## src/rtl/demux4_stream.sv

```systemverilog
// demux4_stream: registered 1-to-4 stream demultiplexer.
// Each input word goes to channel {b,a}. Every channel has a one-entry holding
// register with its own valid/ready handshake.
// Optional per-channel handshake counters are enabled by defining DEMUX4_COUNT_EN.
// Without that macro, count reads as zero and no counter flops exist.
module demux4_stream #(
  parameter int WIDTH = 8
) (
  input  logic               clk,
  input  logic               reset,
  input  logic [WIDTH-1:0]   in_data,
  input  logic               a,
  input  logic               b,
  input  logic               in_valid,
  output logic               in_ready,
  output logic [4*WIDTH-1:0] out_data,
  output logic [3:0]         out_valid,
  input  logic [3:0]         out_ready,
  output logic [31:0]        count
);

  typedef enum logic {
    EMPTY = 1'b0,
    FULL  = 1'b1
  } chan_state_t;

  chan_state_t      state_q [4];
  chan_state_t      state_d [4];
  logic [WIDTH-1:0] data_q  [4];
  logic [3:0]       load;
  logic [3:0]       drain;
  logic [1:0]       sel;
  logic             accept;

  assign sel    = {b, a};
  assign accept = in_valid && in_ready;

  // Only the selected channel can block the input; a full channel that is
  // being drained this cycle can take a new word in the same cycle.
  always_comb begin
    in_ready = 1'b0;
    if (!reset) begin
      in_ready = (state_q[sel] == EMPTY) || out_ready[sel];
    end
  end

  // Per-channel next state: a load wins over a drain, so drain+reload stays FULL.
  always_comb begin
    load  = '0;
    drain = '0;
    for (int i = 0; i < 4; i++) begin
      state_d[i] = state_q[i];
      load[i]    = accept && (sel == 2'(i));
      drain[i]   = (state_q[i] == FULL) && out_ready[i];
      if (load[i]) begin
        state_d[i] = FULL;
      end else if (drain[i]) begin
        state_d[i] = EMPTY;
      end
    end
  end

  // Channel state and holding registers. Reset discards held words,
  // even when a handshake is pending in the same cycle.
  always_ff @(posedge clk) begin
    if (reset) begin
      for (int i = 0; i < 4; i++) begin
        state_q[i] <= EMPTY;
        data_q[i]  <= '0;
      end
    end else begin
      for (int i = 0; i < 4; i++) begin
        state_q[i] <= state_d[i];
        if (load[i]) begin
          data_q[i] <= in_data;
        end
      end
    end
  end

  // Flatten the per-channel registers onto the output buses.
  always_comb begin
    out_data  = '0;
    out_valid = '0;
    for (int i = 0; i < 4; i++) begin
      out_data[i*WIDTH +: WIDTH] = data_q[i];
      out_valid[i]               = (state_q[i] == FULL);
    end
  end

`ifdef DEMUX4_COUNT_EN
  logic [7:0] cnt_q [4];

  // Count output handshakes per channel; the 8-bit counters wrap naturally.
  always_ff @(posedge clk) begin
    if (reset) begin
      for (int i = 0; i < 4; i++) begin
        cnt_q[i] <= '0;
      end
    end else begin
      for (int i = 0; i < 4; i++) begin
        if (drain[i]) begin
          cnt_q[i] <= cnt_q[i] + 8'd1;
        end
      end
    end
  end

  // Pack the counters onto the count bus.
  always_comb begin
    count = '0;
    for (int i = 0; i < 4; i++) begin
      count[i*8 +: 8] = cnt_q[i];
    end
  end
`else
  assign count = 32'h0;
`endif

endmodule
```

## config.mk

```make
export PLATFORM = sky130hd
export DESIGN_NAME = demux4_stream
export DESIGN_NICKNAME = d
export VERILOG_FILES = /design/src/rtl/demux4_stream.sv
export SDC_FILE = /design/constraint.sdc
export NUM_CORES = 1
export LEC_CHECK = 0
export ABC_AREA = 1
export BUFFER_PORTS_ARGS = -buffer_cell sky130_fd_sc_hd__buf_2
export CAP_MARGIN = 20
export CORE_MARGIN = 5
export CORE_UTILIZATION = 41
export CTS_CLUSTER_DIAMETER = 100
export DETAILED_ROUTE_END_ITERATION = 10
export GPL_TIMING_DRIVEN = 0
export MAX_ROUTING_LAYER = met4
export PLACE_DENSITY = 0.86
export SKIP_CTS_REPAIR_TIMING = 1
export SLEW_MARGIN = 30
export SYNTH_ARGS = -nofsm -noshare
export SYNTH_HDL_FRONTEND = slang
export SYNTH_SLANG_ARGS = --single-unit
```

## constraint.sdc

```tcl
create_clock -name clk -period 1.45 [get_ports clk]
set_input_delay 0.2175 -clock clk [delete_from_list [all_inputs] [get_ports clk]]
set_output_delay 0.2175 -clock clk [all_outputs]
set_load 0.05 [all_outputs]
```

## Yosys cells after proc, flatten, opt, wreduce, memory -nomap -nowiden

Memory sizes are Yosys's and may differ from the RTL's.
Index checks and enable logic that the tools add are counted.

| operators by class | value |
|---|---|
| order comparisons | 1 |
| equal/unequal tests | 3 |
| multiplexer cells | 34 |
| bitwise logic cells | 9 |
| reductions and logical operators | 11 |

Operators with widths:

| operator | number |
|---|---|
| $mux 8 | 4 |
| $mux 1 | 29 |
| $logic_and 1x1->1 | 9 |
| $or 1x1->1 | 8 |
| $eq 2x2->1 const B | 2 |
| $lt 2x3->1 const B | 1 |
| $bmux 1 s2 | 1 |
| $eq 2x1->1 const B | 1 |
| $logic_not 2->1 | 1 |
| $logic_or 1x1->1 | 1 |
| $not 1->1 | 1 |

| word-level totals | value |
|---|---|
| flip-flop bits (word level) | 0 |
| memory bits (writable) | 36 |
| bits of input ports | 17 |
| output and inout port bits | 69 |
| logic and storage cells | 60 |
| memories | 2 |

Memory list:

| memory | depth | bits a word | rd ports | clocked after memory_dff | wr ports | RTL line | RTL |
|---|---|---|---|---|---|---|---|
| data_q | 4 | 8 | 4 | 0 | 4 | 29 | `logic [WIDTH-1:0] data_q [4];` |
| state_q | 4 | 1 | 5 | 0 | 4 | 27 | `chan_state_t state_q [4];` |

## Logic depth before layout (Yosys ltp)

Gate-level depths: netlist of the first run.

| depth | value |
|---|---|
| word-level depth | 10 |
| gate-level depth with buffers | 9 |
| mapped depth without buffers | 8 |

## Worst setup path before layout of the first run

No wires, ideal clock.

| path | value |
|---|---|
| kind | input to output |
| start | in a |
| end | out in_ready |
| data arrival time | 1.397 ns |
| required time | 1.233 ns |
| setup slack | -0.165 ns |
| cell stages on the path | 7 |
| path buffers | 1 |
| path through | buf_6 > inv_2 > nand2_1 > nand2_1 > nand2_1 > nand2_4 > a21oi_1 |

| on the way | value |
|---|---|
| cells in the longest elaborated chain, start to end | 4 |
| elaborated cells between the ends (all ways) | 6 |
| classes of those cells | mux (3); bitwise (1); reduce/logical (1); memory (1) |

Ends and longest elaborated chain:

| element | RTL line | RTL |
|---|---|---|
| start: declaration | 12 | `input logic a,` |
| $mem_v2 4x1 or $bmux 1 s2 (tied branches) | n/a |  |
| $not 1->1 or $mux 1 (tied branches) | 43 | `in_ready = (state_q[sel] == EMPTY) \|\| out_ready[sel];` |
| $logic_or 1x1->1 (*) | 43 |  |
| $mux 1 (*) | 42 | `if (!reset) begin` |
| end: declaration | 15 | `output logic in_ready,` |

Every way passes the cells marked *; elsewhere a longest branch is shown, timed or not. The select of a mux whose other input is x is not followed.

==> insert_results.sql, run 1 <==
INSERT INTO impl_metrics (metric_group, metric, value, unit) VALUES
('worst_hold_path', 'hp-class', 'primary input to flop', ''),
('synthesis', 'postSynthRegisterBits', '36', ''),
('worst_setup_path', 'timing.critical_path.required', '1.23', 'ns'),
('floorplan', 'placeableCoreArea', '4090', 'um^2'),
('floorplan', 'fp.dieH', '75.4', 'um'),
('sta', 'finalClockSkew', '0.00537', 'ns'),
('grt', 'grt_first_pass_wirelength', '5.29', 'mm'),
('synthesis', 'post-synth-top-area-fraction', '54.8', '%'),
('sta', 'report.final.setup_viol', '0', ''),
('routing', 'ratio_of_routed_vias_to_standard_cells', '4.18', ''),
('grt', 'grt_use_total', '13.1', '%'),
('cells_and_area', 'area_delta_synth_final', '37.2', '%'),
('routing', 'wire_per_inst', '11.8', 'um'),
('cells_and_area', 'final_util', '58.9', '%'),
('clock_tree', 'cts_tree', 'done', ''),
('floorplan', 'rows', '23', ''),
('placement', 'gp_congestion', '0.839', ''),
('synthesis', 'synthMostInstantiatedCell', 'sky130_fd_sc_hd__buf_4', ''),
('worst_setup_path', 'cp_num_buf_inv', '1', ''),
('clock_tree', 'clock-sinks', '36', ''),
('synthesis', 'dominantRegCellSynth', 'sky130_fd_sc_hd__edfxtp_1', ''),
('routing', 'via_count', '1300', ''),
('synthesis', 'synthesis.area_per_instance', '11.0', 'um^2'),
('worst_setup_path', 'timing.critical_path.cells', 'nand2_1, nand2_1, nand2_2, nand2_4, a21oi_4, buf_6', ''),
('cells_and_area', 'final_cells', '311', ''),
('sta', 'finalWorstPathRequiredPeriod', '1.37', 'ns'),
('sta', 'rsz0062_at_grt', 'false', ''),
('floorplan', 'initial_core_util', '42.9', '%'),
('clock_tree', 'clock_tree.buffer_depth', '2', ''),
('placement', 'i_o_buffers', '52', ''),
('worst_setup_path', 'crit_fanout', '3', ''),
('flow_run', 'max-cap-violations', '0', ''),
('sta', 'hold_viol', '0', ''),
('routing', 'route.detailed.drc', '0', ''),
('synthesis', 'synthDominantAreaCellType', 'sky130_fd_sc_hd__edfxtp_1', ''),
('synthesis', 'ys_seq_area_share', '59.3', '%'),
('power_and_ir_drop', 'pwr_density_cell', '1000', 'nW/um^2'),
('worst_setup_path', 'slowest_cell_on_crit_path', 'sky130_fd_sc_hd__dfxtp_1', ''),
('sta', 'fmax', '0.732', 'GHz'),
('power_and_ir_drop', 'combPwrFrac', '25.2', '%'),
('routing', 'drt_pass1_iterations', '4', ''),
('clock_tree', 'cts_inserted_buffers', '5', ''),
('placement', 'dp_hpwl', '2.87', 'mm'),
('clock_tree', 'clkLatencyLatePin', '0.28', 'ns'),
('power_and_ir_drop', 'power_leakage', '1.26', 'nW'),
('status', 'run_status', 'finished clean', ''),
('clock_tree', 'clock_tree.root_cell', 'sky130_fd_sc_hd__clkbuf_8', ''),
('power_and_ir_drop', 'switching_share_of_total_power', '32.5', '%'),
('floorplan', 'num_ports', '86', ''),
('placement', 'detailed_place.area', '2200', 'um^2'),
('worst_setup_path', 'timing_worst_setup_path_type', 'flop to primary output', ''),
('power_and_ir_drop', 'irDropWorstVdd', '0.354', 'mV'),
('synthesis', 'synth-edff-count', '32', ''),
('cells_and_area', 'antenna_diode_count', '0', ''),
('clock_tree', 'cts.reportedPaths.clkPinSlew', '0.06', 'ns'),
('worst_setup_path', 'startpoint_type', 'flop', ''),
('sta', 'finalMaxSlewViolations', '0', ''),
('cells_and_area', 'layout.nets', '278', ''),
('synthesis', 'synthesis.yosys.warnings', '0', ''),
('synthesis', 'netlist_instances', '160', ''),
('routing', 'drtIter0Drc', '69', ''),
('power_and_ir_drop', 'share_seq_of_total_power', '48.9', '%'),
('grt', 'initial_antenna_violation_count', '0', ''),
('worst_setup_path', 'critPathArrivalTime', '1.15', 'ns'),
('floorplan', 'fp.dieArea', '5690', 'um^2'),
('power_and_ir_drop', 'cell_internal_pwr', '1.63', 'mW'),
('worst_setup_path', 'end_kind', 'primary output', ''),
('routing', 'totalWireLength', '3.68', 'mm'),
('cells_and_area', 'post-route-cell-area', '2410', 'um^2'),
('worst_setup_path', 'timing.critical_path.slowest_cell_delay', '0.32', 'ns'),
('synthesis', 'async_flop_share', '0', '%');
==> power groups by stage <==
stage / sequential (mW) / combinational [mW] / clock [mW]
global placement: 1.20 / 0.573 / 0
global route: 1.19 / 0.640 / 0.700
finish: 1.18 / 0.608 / 0.627
floorplan: 1.34 / 0.349 / 0
detailed placement: 1.21 / 0.579 / 0
CTS: 1.18 / 0.579 / 0.650
==> state kept, by name, indices dropped and copies added (netlist names) <==
name and cells:
state_q 4, data_q 32
==> cell families after synthesis <==
family | after synthesis | share of synthesized area (%)
DFF | 36 | 59.3
and+or+nand+nor | 65 | 19.5
other | 1 | 0.214
AOI/OAI and AO/OA | 5 | 1.43
buffers and inverters | 53 | 19.5
==> cell type report <==
class | count | area, um^2
multi-input combinational | 102 | 534
inverter | 16 | 60.1
sequential | 36 | 1040
clock inverter | 2 | 7.51
tap | 50 | 62.6
clock buffer | 5 | 68.8
buffer | 37 | 282
timing repair buffer | 63 | 349
fill | 358 | 1680
==> metrics by stage <==
stage	power (mW)	setup slack, ns	hold WS [ns]	setup TNS, ns
6_report	2.42	0.0832	0.208	0
5_1_grt	2.53	0.000552	0.207	0
4_1_cts	2.41	-0.109	0.190	-3.10
3_5_place_dp	1.78	-0.201	0.479	-5.99
3_3_place_gp	1.78	-0.138	0.469	-4.24
2_1_floorplan	1.69	0.0101	0.287	0
==> worst register-to-register path, cell delays in order, from the launching register on <==
cell and delay (ns):
sky130_fd_sc_hd__dfxtp_1 0.35, sky130_fd_sc_hd__nand2_1 0.06, sky130_fd_sc_hd__nand2_1 0.07, sky130_fd_sc_hd__nand2_2 0.06, sky130_fd_sc_hd__nand2_4 0.09, sky130_fd_sc_hd__nand2_4 0.10, sky130_fd_sc_hd__nand4_4 0.13, sky130_fd_sc_hd__buf_4 0.16
sky130_fd_sc_hd__nor2_1 0.04
==> path summary, 6_finish.rpt <==
kind	end	depth (start not counted)	slack, ns	startpoint
worst max-delay path	in_ready	6	0.08	state_q[3]$_SDFF_PP0_
worst min register to register	state_q[2]$_SDFF_PP0_	2	0.48	state_q[2]$_SDFF_PP0_
worst max register to register	data_q[0][14]$_SDFFCE_PN0P_	8	0.13	state_q[3]$_SDFF_PP0_
worst min-delay path	state_q[2]$_SDFF_PP0_	4	0.21	out_ready[2]
==> per-layer routing <==
layer | track usage [%] | routed length, um | up-vias
li1 | - | - | 648
met1 | 16.8 | 1650 | 566
met4 | 5.24 | 58 | 0
met3 | 3.96 | 423 | 7
met2 | 19.4 | 1550 | 79
met5 | - | 0 | -
==> cells in the final DEF (no fill, tap or decap) <==
cell	n
sky130_fd_sc_hd__inv_1	13
sky130_fd_sc_hd__nand2_4	6
sky130_fd_sc_hd__buf_4	47
sky130_fd_sc_hd__dfxtp_2	2
sky130_fd_sc_hd__nand3_1	3
sky130_fd_sc_hd__inv_2	3
sky130_fd_sc_hd__conb_1	32
sky130_fd_sc_hd__buf_2	51
sky130_fd_sc_hd__nand2_1	14
sky130_fd_sc_hd__nor2_1	34
sky130_fd_sc_hd__a21oi_1	4
sky130_fd_sc_hd__nor2_2	1
sky130_fd_sc_hd__dfxtp_1	2
sky130_fd_sc_hd__a21oi_4	1
sky130_fd_sc_hd__buf_6	2
sky130_fd_sc_hd__nor2_4	1
sky130_fd_sc_hd__nand4_4	4
sky130_fd_sc_hd__clkinv_1	2
sky130_fd_sc_hd__clkbuf_8	5
sky130_fd_sc_hd__nand2_2	2
sky130_fd_sc_hd__edfxtp_1	32
No activity file was read; power rests on OpenSTA's default activity.
==> run 2: changes to the inputs <==
Settings changed: GPL_TIMING_DRIVEN 0 to unset.
==> run 2 against run 1 <==
Against the previous run: the run now ends with setup timing left; worst setup slack worse by 0.16 ns; clock skew is 0.0011 ns lower; die area stayed put; first-iteration DRC count increased by 16%; critical path depth rose by 1; largest cell class unchanged.
==> insert_results.sql, run 2 (same netlist as run 1, synthesis figures left out) <==
INSERT INTO impl_metrics (metric_group, metric, value, unit) VALUES
('cells_and_area', 'layout_common_cells', 'sky130_fd_sc_hd__buf_2, sky130_fd_sc_hd__nor2_1, sky130_fd_sc_hd__conb_1, sky130_fd_sc_hd__edfxtp_1, sky130_fd_sc_hd__nand2_1', ''),
('sta', 'finalWorstPathRequiredPeriod', '1.52', 'ns'),
('clock_tree', 'cts_inserted_buffers', '5', ''),
('flow_run', 'max-cap-violations', '0', ''),
('sta', 'finalMaxSlewViolations', '0', ''),
('routing', 'ratio_of_routed_vias_to_standard_cells', '4.26', ''),
('clock_tree', 'clkLatencyLatePin', '0.28', 'ns'),
('grt', 'gr-usage-met2', '22.2', '%'),
('routing', 'via_count', '1163', ''),
('placement', 'post-place-ws', '-0.184', 'ns'),
('routing', 'drt_pass1_iterations', '4', ''),
('grt', 'grt-ovfl-total', '0', ''),
('floorplan', 'rows', '23', ''),
('worst_hold_path', 'hp-class', 'primary input to flop', ''),
('cells_and_area', 'post_route_cells_drive_above_1_share', '39.5', '%'),
('cells_and_area', 'final_cells', '273', ''),
('routing', 'wire_per_inst', '14.0', 'um'),
('worst_setup_path', 'startpoint_type', 'flop', ''),
('grt', 'use_met1', '16.1', '%'),
('grt', 'grt_use_total', '13.7', '%'),
('placement', 'i_o_buffers', '53', ''),
('worst_setup_path', 'crit_fanout', '2', ''),
('grt', 'initial_antenna_violation_count', '0', ''),
('worst_setup_path', 'timing.critical_path.cells', 'nand2_1, nand2_1, nand2_2, nand2_4, buf_6, a21oi_4, buf_8', ''),
('sta', 'fmax', '0.656', 'GHz'),
('placement', 'detailed_place.area', '1970', 'um^2'),
('floorplan', 'num_ports', '86', ''),
('sta', 'final_min_period_over_clock_period', '105', '%'),
('floorplan', 'placeableCoreArea', '4090', 'um^2'),
('clock_tree', 'clock_tree.buffer_depth', '2', ''),
('sta', 'report.final.setup_viol', '1', ''),
('power_and_ir_drop', 'irDropWorstVdd', '0.443', 'mV'),
('routing', 'drtIter0Drc', '80', ''),
('status', 'run_status', 'complete, but fails checks', ''),
('sta', 'rsz0062_at_grt', 'true', ''),
('power_and_ir_drop', 'power_leakage', '1.07', 'nW'),
('placement', 'placed_cells', '264', ''),
('clock_tree', 'cts.reportedPaths.clkPinSlew', '0.06', 'ns'),
('routing', 'totalWireLength', '3.82', 'mm'),
('sta', 'hold_viol', '0', ''),
('floorplan', 'fp.dieArea', '5690', 'um^2'),
('grt', 'grt_pass1_vias', '1070', ''),
('clock_tree', 'ctsHtreeMaxLevel', '2', ''),
('placement', 'gp_congestion', '0.781', ''),
('worst_setup_path', 'end_kind', 'primary output', ''),
('grt', 'groute.layer.met3.usage', '5.01', '%'),
('sta', 'final.hold.worst_slack', '0.204', 'ns'),
('cells_and_area', 'largest_register_ffs', '32', ''),
('power_and_ir_drop', 'pwr_density_cell', '1210', 'nW/um^2'),
('floorplan', 'initial_core_util', '42.9', '%'),
('sta', 'finalClockSkew', '0.00431', 'ns'),
('worst_setup_path', 'crit_top_cell', 'sky130_fd_sc_hd__nand2_1', ''),
('worst_setup_path', 'critPathArrivalTime', '1.31', 'ns'),
('grt', 'grt_max_degree', '12', ''),
('placement', 'dp_hpwl', '3.05', 'mm'),
('cells_and_area', 'post-route-cell-area', '2130', 'um^2'),
('grt', 'grt_first_pass_wirelength', '5.35', 'mm'),
('routing', 'route.detailed.drc', '0', ''),
('floorplan', 'fp.dieH', '75.4', 'um'),
('cells_and_area', 'area_delta_synth_final', '21.3', '%'),
('worst_setup_path', 'timing_worst_setup_path_type', 'flop to primary output', ''),
('sta', 'fin_ws', '-0.0747', 'ns'),
('cells_and_area', 'regMostFlops', 'data_q', ''),
('cells_and_area', 'layout.nets', '239', ''),
('cells_and_area', 'antenna_diode_count', '0', ''),
('worst_setup_path', 'slowest_cell_on_crit_path', 'sky130_fd_sc_hd__dfxtp_2', ''),
('status', 'violations', 'setup timing', ''),
('worst_setup_path', 'timing.critical_path.required', '1.23', 'ns'),
('worst_setup_path', 'timing.critical_path.slowest_cell_delay', '0.32', 'ns'),
('routing', 'ant_nets', '0', ''),
('clock_tree', 'clock-sinks', '36', ''),
('sta', 'timing.setup.tns', '-0.0747', 'ns'),
('grt', 'globalRoute.busiestLayer', 'met2', ''),
('cells_and_area', 'layout_commonest_cell', 'sky130_fd_sc_hd__buf_2', ''),
('cells_and_area', 'reg.largest.list', 'data_q x32, state_q x4', ''),
('floorplan', 'die_w', '75.4', 'um'),
('clock_tree', 'clock_tree.root_cell', 'sky130_fd_sc_hd__clkbuf_8', ''),
('clock_tree', 'cts_tree', 'done', '');
run 2: cell count changes in the layout (fill, tap and decap cells not counted), moves of 2 or more:
cell	change
sky130_fd_sc_hd__buf_4	-40
sky130_fd_sc_hd__nand2_2	+4
sky130_fd_sc_hd__nand2_4	-4
sky130_fd_sc_hd__clkinv_1	-2
run 2: power by group:
part	switching (mW)	internal (mW)	leakage [nW]
registers	0.0120	1.17	0.376
clock network	0.336	0.510	0.0552
logic	0.455	0.0814	0.634
run 2: routing by layer:
layer	vias up	routed length (um)	share of wire (%)
li1	567	-	-
met1	511	1490	39
met2	81	1710	45
met3	4	583	15
met4	0	36	0.94
met5	-	0	0
run 2: per-stage QoR:
| step | utilization [%] | power [mW] |
|---|---|---|
| finish | 52.1 | 2.56 |
| global route | 52.1 | 2.66 |
| CTS | 50.9 | 2.56 |
| detailed placement | 48.3 | 1.73 |
| global placement | 48.3 | 1.72 |
| floorplan | - | 1.69 |
run 2: final timing paths:
path                                             from                     endpoint  slack, ns  depth (start not counted)
worst max-delay path            state_q[0]$_SDFF_PP0_                     in_ready      -0.07                          7
worst min-delay path                     out_ready[1]        state_q[1]$_SDFF_PP0_       0.20                          4
worst max register to register  state_q[0]$_SDFF_PP0_  data_q[0][15]$_SDFFCE_PN0P_       0.12                          7
worst min register to register  state_q[3]$_SDFF_PP0_        state_q[3]$_SDFF_PP0_       0.48                          2
run 2: worst max-delay path, delay by kind of cell, from the launching register on:
kind	cells	cell delay (ns)
and+or+nand+nor	4	0.28
DFF	1	0.32
AOI/OAI and AO/OA	1	0.14
buffers and inverters	2	0.28
run 2: final cells by class:
class,count,area [um^2]
fill,381,1960
sequential,36,1040
multi-input combinational,102,514
timing repair buffer,61,339
clock buffer,6,72.6
tap,50,62.6
inverter,16,60.1
clock inverter,2,35.0
==> run 3: changes to the inputs <==
Settings changed: SETUP_SLACK_MARGIN set to 0.2.
==> run 3 against run 2 <==
Against the previous run: non-clock buffer count is 5 higher; clock skew increased by 0.0021 ns; the flow now finishes without violations; sequential share of layout area is 1.3 points lower; first-iteration DRC count is 7.5% lower; register-to-register slack is essentially flat; cell area grew 2.9%; largest power group unchanged; largest cell class unchanged; critical path depth is 1 lower; flip-flop and latch count stayed put.
==> insert_results.sql, run 3 (same netlist as run 1, synthesis figures left out) <==
INSERT INTO impl_metrics (metric_group, metric, value, unit) VALUES
('status', 'run_status', 'finished clean', ''),
('clock_tree', 'clock_tree.root_cell', 'sky130_fd_sc_hd__clkbuf_8', ''),
('grt', 'grt-ovfl-total', '0', ''),
('cells_and_area', 'post-route-cell-area', '2190', 'um^2'),
('grt', 'initial_antenna_violation_count', '0', ''),
('clock_tree', 'clkLatencyLatePin', '0.29', 'ns'),
('clock_tree', 'cts_tree', 'done', ''),
('grt', 'grt_use_total', '13.5', '%'),
('sta', 'timing.setup.tns', '0', 'ns'),
('cells_and_area', 'regMostFlops', 'data_q', ''),
('routing', 'totalWireLength', '3.70', 'mm'),
('placement', 'dp_hpwl', '3.01', 'mm'),
('floorplan', 'placeableCoreArea', '4090', 'um^2'),
('cells_and_area', 'reg.largest.list', 'data_q x32, state_q x4', ''),
('sta', 'rsz0062_at_grt', 'true', ''),
('sta', 'finalWorstPathRequiredPeriod', '1.39', 'ns'),
('floorplan', 'rows', '23', ''),
('flow_run', 'max-cap-violations', '0', ''),
('grt', 'globalRoute.busiestLayer', 'met2', ''),
('grt', 'use_met1', '16.0', '%'),
('clock_tree', 'cts_inserted_buffers', '5', ''),
('cells_and_area', 'post_route_cells_drive_above_1_share', '42.3', '%'),
('worst_hold_path', 'hp-class', 'primary input to flop', ''),
('floorplan', 'num_ports', '86', ''),
('placement', 'detailed_place.area', '2040', 'um^2'),
('worst_setup_path', 'critPathArrivalTime', '1.18', 'ns'),
('cells_and_area', 'antenna_diode_count', '0', ''),
('cells_and_area', 'layout.nets', '244', ''),
('grt', 'gr-usage-met2', '21.5', '%'),
('routing', 'ratio_of_routed_vias_to_standard_cells', '4.37', ''),
('floorplan', 'fp.dieH', '75.4', 'um'),
('routing', 'wire_per_inst', '13.4', 'um'),
('placement', 'gp_congestion', '0.864', ''),
('grt', 'grt_first_pass_wirelength', '5.38', 'mm'),
('cells_and_area', 'multiInputGateArea', '543', 'um^2'),
('cells_and_area', 'filler_cell_count', '385', ''),
('cells_and_area', 'largest_register_ffs', '32', ''),
('sta', 'finalClockSkew', '0.00640', 'ns'),
('sta', 'hold_viol', '0', ''),
('cells_and_area', 'layout_common_cells', 'sky130_fd_sc_hd__buf_2, sky130_fd_sc_hd__nor2_1, sky130_fd_sc_hd__conb_1, sky130_fd_sc_hd__edfxtp_1, sky130_fd_sc_hd__inv_1', ''),
('cells_and_area', 'layout_commonest_cell', 'sky130_fd_sc_hd__buf_2', ''),
('cells_and_area', 'regArea', '1050', 'um^2'),
('power_and_ir_drop', 'irDropWorstVdd', '0.327', 'mV'),
('grt', 'grt_max_degree', '11', ''),
('grt', 'grt_pass1_vias', '1116', ''),
('power_and_ir_drop', 'post-layout-total-power', '2.36', 'mW'),
('routing', 'route.detailed.drc', '0', ''),
('routing', 'drtIter0Drc', '74', ''),
('clock_tree', 'clock_tree.buffer_depth', '2', ''),
('floorplan', 'fp.dieArea', '5690', 'um^2'),
('floorplan', 'initial_core_util', '42.9', '%'),
('floorplan', 'die_w', '75.4', 'um'),
('worst_setup_path', 'timing.critical_path.required', '1.23', 'ns'),
('routing', 'drt_pass1_iterations', '4', ''),
('worst_setup_path', 'startpoint_type', 'flop', ''),
('sta', 'fin_ws', '0.0572', 'ns'),
('sta', 'finalMaxSlewViolations', '0', ''),
('cells_and_area', 'area_delta_synth_final', '24.8', '%'),
('routing', 'via_count', '1211', ''),
('worst_setup_path', 'timing_worst_setup_path_type', 'flop to primary output', ''),
('routing', 'ant_nets', '0', ''),
('clock_tree', 'ctsHtreeMaxLevel', '2', ''),
('sta', 'final_min_period_over_clock_period', '96.1', '%'),
('grt', 'groute.layer.met3.usage', '4.09', '%'),
('placement', 'i_o_buffers', '53', ''),
('placement', 'post-place-ws', '-0.0483', 'ns'),
('worst_setup_path', 'crit_fanout', '3', ''),
('sta', 'fmax', '0.718', 'GHz'),
('sta', 'report.final.setup_viol', '0', ''),
('clock_tree', 'cts.reportedPaths.clkPinSlew', '0.07', 'ns'),
('power_and_ir_drop', 'pwr_density_cell', '1080', 'nW/um^2'),
('clock_tree', 'clock-sinks', '36', ''),
('power_and_ir_drop', 'power_leakage', '1.09', 'nW'),
('worst_setup_path', 'end_kind', 'primary output', '');
==> run 3: per-layer routing <==
metal  part of all wire (%)  vias up
met5                      0        -
met4                    1.7        0
met3                     15        7
met2                     45       81
met1                     39      544
li1                       -      579
==> run 3: critical path, stage by stage (launching register included) <==
cell	delay (ns)
sky130_fd_sc_hd__dfxtp_2	0.32
sky130_fd_sc_hd__nand2_1	0.06
sky130_fd_sc_hd__nand2_2	0.06
sky130_fd_sc_hd__nand2_2	0.08
sky130_fd_sc_hd__nand2_4	0.07
sky130_fd_sc_hd__a21oi_4	0.13
sky130_fd_sc_hd__buf_6	0.17
==> run 3: final timing paths <==
check,cells after the start,slack (ns),startpoint,endpoint
setup / recovery,6,0.06,state_q[1]$_SDFF_PP0_,in_ready
hold / removal,4,0.20,out_ready[3],state_q[3]$_SDFF_PP0_
setup reg to reg,7,0.11,state_q[1]$_SDFF_PP0_,data_q[0][11]$_SDFFCE_PN0P_
hold reg to reg,2,0.48,state_q[2]$_SDFF_PP0_,state_q[2]$_SDFF_PP0_
==> run 3: per-stage QoR <==
| step | hold slack [ns] | std cells | utilization [%] |
|---|---|---|---|
| 2_1_floorplan | 0.287 | 191 | - |
| 3_3_place_gp | 0.480 | 265 | 49.8 |
| 3_5_place_dp | 0.480 | 265 | 49.8 |
| 4_1_cts | 0.183 | 272 | 51.7 |
| 5_1_grt | 0.208 | 277 | 53.6 |
| 6_report | 0.197 | 277 | 53.6 |
==> run 3: power by group <==
part | internal [mW] | total (mW) | leakage, nW | switching (mW)
Combinational | 0.0891 | 0.545 | 0.674 | 0.456
Sequential | 1.17 | 1.18 | 0.377 | 0.0122
Clock | 0.316 | 0.632 | 0.0391 | 0.316
==> run 3: area by class of cell <==
cell class | instances | area share [%]
Clock inverter | 2 | 0.343
Inverter | 16 | 2.74
Tap cell | 50 | 2.86
Multi-Input combinational cell | 102 | 24.8
Timing Repair Buffer | 66 | 18.3
Sequential cell | 36 | 47.8
Clock buffer | 5 | 3.14
